===== src/rtl/cpu_pkg.sv =====
// Shared opcode, state and phase definitions for the 4-bit CPU phase sequencer.
package cpu_pkg;

  localparam logic [3:0] OP_NOP  = 4'b0000;
  localparam logic [3:0] OP_ADD  = 4'b0001;
  localparam logic [3:0] OP_SUB  = 4'b0010;
  localparam logic [3:0] OP_OUT  = 4'b0011;
  localparam logic [3:0] OP_IN   = 4'b0100;
  localparam logic [3:0] OP_LOAD = 4'b0101;
  localparam logic [3:0] OP_HALT = 4'b1111;

  localparam logic [3:0] PH_NONE = 4'b0000;
  localparam logic [3:0] PH0     = 4'b0001;
  localparam logic [3:0] PH1     = 4'b0010;
  localparam logic [3:0] PH2     = 4'b0100;
  localparam logic [3:0] PH3     = 4'b1000;

  typedef enum logic [2:0] {
    ST_IDLE = 3'd0,
    ST_P0   = 3'd1,
    ST_P1   = 3'd2,
    ST_P2   = 3'd3,
    ST_P3   = 3'd4,
    ST_HALT = 3'd5
  } seq_state_e;

  // Opcodes 0110..1110 are undefined and run as NOP.
  function automatic logic op_is_legal(input logic [3:0] op);
    return (op <= OP_LOAD) || (op == OP_HALT);
  endfunction

  function automatic logic [3:0] phase_of(input seq_state_e st);
    case (st)
      ST_P0:   return PH0;
      ST_P1:   return PH1;
      ST_P2:   return PH2;
      ST_P3:   return PH3;
      default: return PH_NONE;
    endcase
  endfunction

endpackage


===== src/rtl/cpu_phase_sequencer_wait_timer.sv =====
// Counts stalled memory-phase cycles; expired_o flags that WAIT_LIMIT stalls have elapsed.
module wait_timer #(
  parameter int WAIT_LIMIT = 15
) (
  input  logic clk_i,
  input  logic rst_ni,
  input  logic clr_i,
  input  logic en_i,
  output logic expired_o
);

  localparam int TW = $clog2(WAIT_LIMIT + 1);

  logic [TW-1:0] cnt_q, cnt_d;

  assign expired_o = (cnt_q == TW'(WAIT_LIMIT));

  always_comb begin
    cnt_d = cnt_q;
    if (clr_i) begin
      cnt_d = '0;
    end else if (en_i && !expired_o) begin
      cnt_d = cnt_q + 1'b1;
    end
  end

  always_ff @(posedge clk_i or negedge rst_ni) begin
    if (!rst_ni) begin
      cnt_q <= '0;
    end else begin
      cnt_q <= cnt_d;
    end
  end

endmodule


===== src/rtl/cpu_phase_sequencer.sv =====
// One-hot fetch/decode/execute phase ring with run/step control, memory stall and halt handling.
module cpu_phase_sequencer
  import cpu_pkg::*;
#(
  parameter int WAIT_LIMIT = 15,
  parameter int CNT_W      = 8
) (
  input  logic             Clk,
  input  logic             ResetN,
  input  logic             Run,
  input  logic             Step,
  input  logic             MemReady,
  input  logic [3:0]       Instr,
  output logic [3:0]       Phase,
  output logic             Busy,
  output logic             Halted,
  output logic             BusError,
  output logic             IllegalOp,
  output logic [CNT_W-1:0] InstrCount
);

  seq_state_e       state_q, state_d;
  logic [3:0]       phase_q;
  logic             busy_q, halted_q, buserr_q, illegal_q, illegal_d;
  logic [CNT_W-1:0] cnt_q, cnt_d;
  logic             mem_wait, timer_clr, timer_expired, bus_err_set;

  // A phase is stalling when it reads memory and the bus has not answered yet.
  assign mem_wait  = !MemReady &&
                     ((state_q == ST_P0) || ((state_q == ST_P2) && (Instr == OP_LOAD)));
  assign timer_clr = (state_d != state_q);

  wait_timer #(.WAIT_LIMIT(WAIT_LIMIT)) u_wait_timer (
    .clk_i     (Clk),
    .rst_ni    (ResetN),
    .clr_i     (timer_clr),
    .en_i      (mem_wait),
    .expired_o (timer_expired)
  );

  always_comb begin
    state_d     = state_q;
    bus_err_set = 1'b0;
    case (state_q)
      ST_IDLE: if (Run || Step) state_d = ST_P0;
      ST_P0: begin
        if (MemReady) begin
          state_d = ST_P1;
        end else if (timer_expired) begin
          state_d     = ST_HALT;
          bus_err_set = 1'b1;
        end
      end
      ST_P1:   state_d = (Instr == OP_HALT) ? ST_HALT : ST_P2;
      ST_P2: begin
        if (!mem_wait) begin
          state_d = ST_P3;
        end else if (timer_expired) begin
          state_d     = ST_HALT;
          bus_err_set = 1'b1;
        end
      end
      ST_P3:   state_d = Run ? ST_P0 : ST_IDLE;
      ST_HALT: state_d = ST_HALT;
      default: state_d = ST_IDLE;
    endcase
  end

  assign illegal_d = (state_q == ST_P1) && (state_d == ST_P2) && !op_is_legal(Instr);
  assign cnt_d     = (state_q == ST_P3) ? cnt_q + CNT_W'(1) : cnt_q;

  // Outputs are registered from the next state so they line up with state_q.
  always_ff @(posedge Clk or negedge ResetN) begin
    if (!ResetN) begin
      state_q   <= ST_IDLE;
      phase_q   <= PH_NONE;
      busy_q    <= 1'b0;
      halted_q  <= 1'b0;
      buserr_q  <= 1'b0;
      illegal_q <= 1'b0;
      cnt_q     <= '0;
    end else begin
      state_q   <= state_d;
      phase_q   <= phase_of(state_d);
      busy_q    <= (phase_of(state_d) != PH_NONE);
      halted_q  <= (state_d == ST_HALT);
      buserr_q  <= buserr_q | bus_err_set;
      illegal_q <= illegal_d;
      cnt_q     <= cnt_d;
    end
  end

  assign Phase      = phase_q;
  assign Busy       = busy_q;
  assign Halted     = halted_q;
  assign BusError   = buserr_q;
  assign IllegalOp  = illegal_q;
  assign InstrCount = cnt_q;

endmodule


===== config.mk =====
export PLATFORM = sky130hd
export DESIGN_NAME = cpu_phase_sequencer
export DESIGN_NICKNAME = d
export VERILOG_FILES = /design/src/rtl/cpu_pkg.sv /design/src/rtl/cpu_phase_sequencer_wait_timer.sv /design/src/rtl/cpu_phase_sequencer.sv
export SDC_FILE = /design/constraint.sdc
export NUM_CORES = 1
export LEC_CHECK = 0
export CORE_UTILIZATION = 51
export CTS_CLUSTER_DIAMETER = 120
export DETAILED_ROUTE_END_ITERATION = 8
export GPL_ROUTABILITY_DRIVEN = 0
export PLACE_DENSITY = 0.82
export SLEW_MARGIN = 30
export SYNTH_ARGS = -nofsm -noshare
export SYNTH_HDL_FRONTEND = slang
export SYNTH_SLANG_ARGS = --single-unit
export TNS_END_PERCENT = 10

===== constraint.sdc =====
create_clock -name Clk -period 3.5 [get_ports Clk]
set_input_delay 0.35 -clock Clk [delete_from_list [all_inputs] [get_ports Clk]]
set_output_delay 0.35 -clock Clk [all_outputs]
set_load 0.1 [all_outputs]

==> impl_results.md <==
* Status: complete, but fails checks
* Failing checks: design-rule violations
* CP required at 3.15 ns
* Final antenna-violating net count at 0
* CTS tree: built
* Post-route cell area at 1345 um2
* Initial core utilization at 0.5395
* Synthesis-to-finish area growth at 27.07%
* Largest area contributor in the netlist: dfrtp_1
* Reg area at 575.6 um2
* Via count at 787
* Vias/cell at 5.465
* DRC at 1
* Antenna Cells at 0
* Wire length per cell at 13.31 um
* Synth top area share at 0.5437
* Synth Cell Area at 1059 um2
* Std-Cell Rows at 16
* Hold_sp: BusError
* GR Util All Layers at 0.2084
* CP Class: reg -> out
* Synth Instances at 90
* Critical Path Fanout Max at 5
* Crit path time final at 2.258 ns
* Initial antenna violation count at 0
* Clk sink count at 23
* Post-CTS sizing at 0
* GR Overflow Total at 0
* Maximum vdd drop at 0.0005144 V
* Met3 usage at 0.04151
* Yosys Warn Count at 0
* Setup bufs post-CTS at 0
* Worst-margin pin slew at 0.9756 ns
* Die area at 2261 um2
* Drt total wl at 1917 um
* Fraction of final layout cells sized beyond drive strength 1 at 0.1197
* Clock latency on the worst-skew pair at 0.30 ns
* RSZ-0062 raised after global routing: false
* Min-delay worst type: reg -> reg
* Die height at 47.56 um
* Met2 GRT Util at 0.3452
* Avg Inst Size Synth at 11.76 um2
* Number of port buffers at 24
* Final Cycle Share at 0.6452
* Netlist cell types at 39
* Post-synthesis sequential area ratio at 0.5437
* First-pass DRT Iterations at 6
* Layout fillers at 165
* Hold WS at 0.4885 ns
* Fmax at 442.8 MHz
* Slew Limit Fails at 0
* Max stage delay on crit path at 1.16 ns
* Crit path buffers/inverters at 1
* Global Route met1 Usage at 0.2494
* Clk_skew at 0.01125 ns
* Prevailing post-synth register cell: dfrtp_1
* Largest net degree at the start of global routing at 24
* Die outline width at 47.56 um
* Clock slew at reported path FFs at 0.12 ns
* Grt peak-use layer: met2
* # H-tree levels at 1
* Pwr/cell area at 896.9 nW/um2
* Post-synth EDFFs at 0
* Hold_buf cts at 1
* MaxCap Viol Count at 0
* Total power at 1.206 mW
* Core area at 1962 um2
* Iter 0 DRT Violations at 10
* Area of the multi-input gates at 449.2 um2
* Synth Register Bits at 23
* Sum Neg Setup Slack at 0 ns
* Dpl cell area at 1309 um2
* Via count of the first global-routing pass at 732
* First-pass GRT wire length at 3139 um
* NumNets Final at 129
* Io pins at 25
* Ys async rst share at 1.000
* CP arrival at 1.91 ns
* Crit path from: InstrCount[3]
* Top delay family on crit path: buffers and inverters
* Final core occ at 0.6856
* Slowest-stage cell, CP: clkdlybuf4s50_1
* Startpoint type of the worst setup path: register
* Count of final setup violators at 0
* Synth Net Count at 101
* HPWL Detailed at 1529 um
* Leakage at 0.5916 nW
* Normalized max-slew margin at 0.3476
* Endpoints failing hold at 0
* CTS root buf: clkbuf_4
* Inserted Clock Buffers at 3
* FF-to-FF Start: u_wait_timer.cnt_q[0]
* Synth top area cells: dfrtp_1, xnor2_1, ha_1, nand3_1, mux2_2
* Critical-path cell list: clkdlybuf4s50_1
* Clock Tree Buf Depth at 2
* Critical path endpoint category: output port
==> cell usage in the layout (no fill, tap or decap), types with 2 or more instances in the layout <==
master / synthesis / routed
nand3_1: 5 / 5
nor3_1: 2 / 2
xor2_1: 2 / 2
nor2_1: 6 / 6
ha_1: 2 / 2
mux2_2: 2 / 2
nand4_1: 3 / 3
dfrtp_1: 23 / 23
nand2_1: 3 / 3
xnor2_1: 6 / 6
clkdlybuf4s50_1: 0 / 23
a21oi_1: 3 / 3
clkbuf_4: 0 / 3
nor2b_1: 3 / 3
inv_1: 4 / 4
==> final timing paths <==
kind                            slack [ns]             to  cells past startpoint
min in group asynchronous             0.52  InstrCount[7]                      2
worst max-delay path                  1.24  InstrCount[3]                      1
max in group asynchronous             2.63       Phase[3]                      2
worst min register to register        0.49       BusError                      1
worst min-delay path                  0.49       BusError                      1
worst max register to register        1.73           Busy                      6
==> power by group <==
| group | switching (mW) | total, mW | internal (mW) |
|---|---|---|---|
| Combinational | 0.501 | 0.685 | 0.184 |
| Clock | 0.0696 | 0.114 | 0.0444 |
| Sequential | 0.0708 | 0.408 | 0.337 |
==> synth_stat cells, types with 2 or more instances <==
master,number
nand4_1,3
inv_1,4
nor3_1,2
dfrtp_1,23
nand2_1,3
ha_1,2
xor2_1,2
xnor2_1,6
mux2_2,2
nor2_1,6
a21oi_1,3
nand3_1,5
nor2b_1,3
==> worst register-to-register path: stages, from the launching register on <==
cell       delay, ns
dfrtp_1         0.43
ha_1            0.25
nand3_1         0.14
o211ai_2        0.13
a2111oi_2       0.43
or2_2           0.20
o21bai_2        0.10
==> metrics by stage <==
step,cells,worst slack (ns)
after floorplan,90,1.747
after global placement,139,1.505
after detailed placement,139,1.443
after CTS,144,1.220
after global routing,144,1.176
final,144,1.242
==> sequential cells by signal, summed over array words and instances (netlist names) <==
| name | cells |
|---|---|
| Halted | 1 |
| state_q | 3 |
| InstrCount | 8 |
| BusError | 1 |
| Phase | 4 |
| Busy | 1 |
| IllegalOp | 1 |
| u_wait_timer.cnt_q | 4 |
==> routing by layer <==
metal	vias to the layer above	wire (um)
met5	-	0
met4	0	34
met3	4	91
met2	22	1002
met1	383	789
li1	378	-
==> logic make-up (layout without fill, tap and decap cells) <==
kind of cell | count (synthesis) | after routing | synth area share
AO/OA/AOI/OAI | 14 | 14 | 0.1099
AND/OR/NAND/NOR | 35 | 35 | 0.2033
XOR/XNOR | 8 | 8 | 0.06620
adder cells (fa/ha/maj) | 2 | 2 | 0.02364
multiplexers | 2 | 2 | 0.02128
flip-flops | 23 | 23 | 0.5437
buffers and inverters | 6 | 33 | 0.03191
==> cell type report <==
class                   instances  area share
multi-input cells              61      0.3340
clock buffers                   4     0.01953
inverters                       4     0.01116
well taps                      27     0.02512
flip-flops and latches         23      0.4279
repair buffers                 25      0.1823
Note: power is estimated with default switching activity, not from simulation.
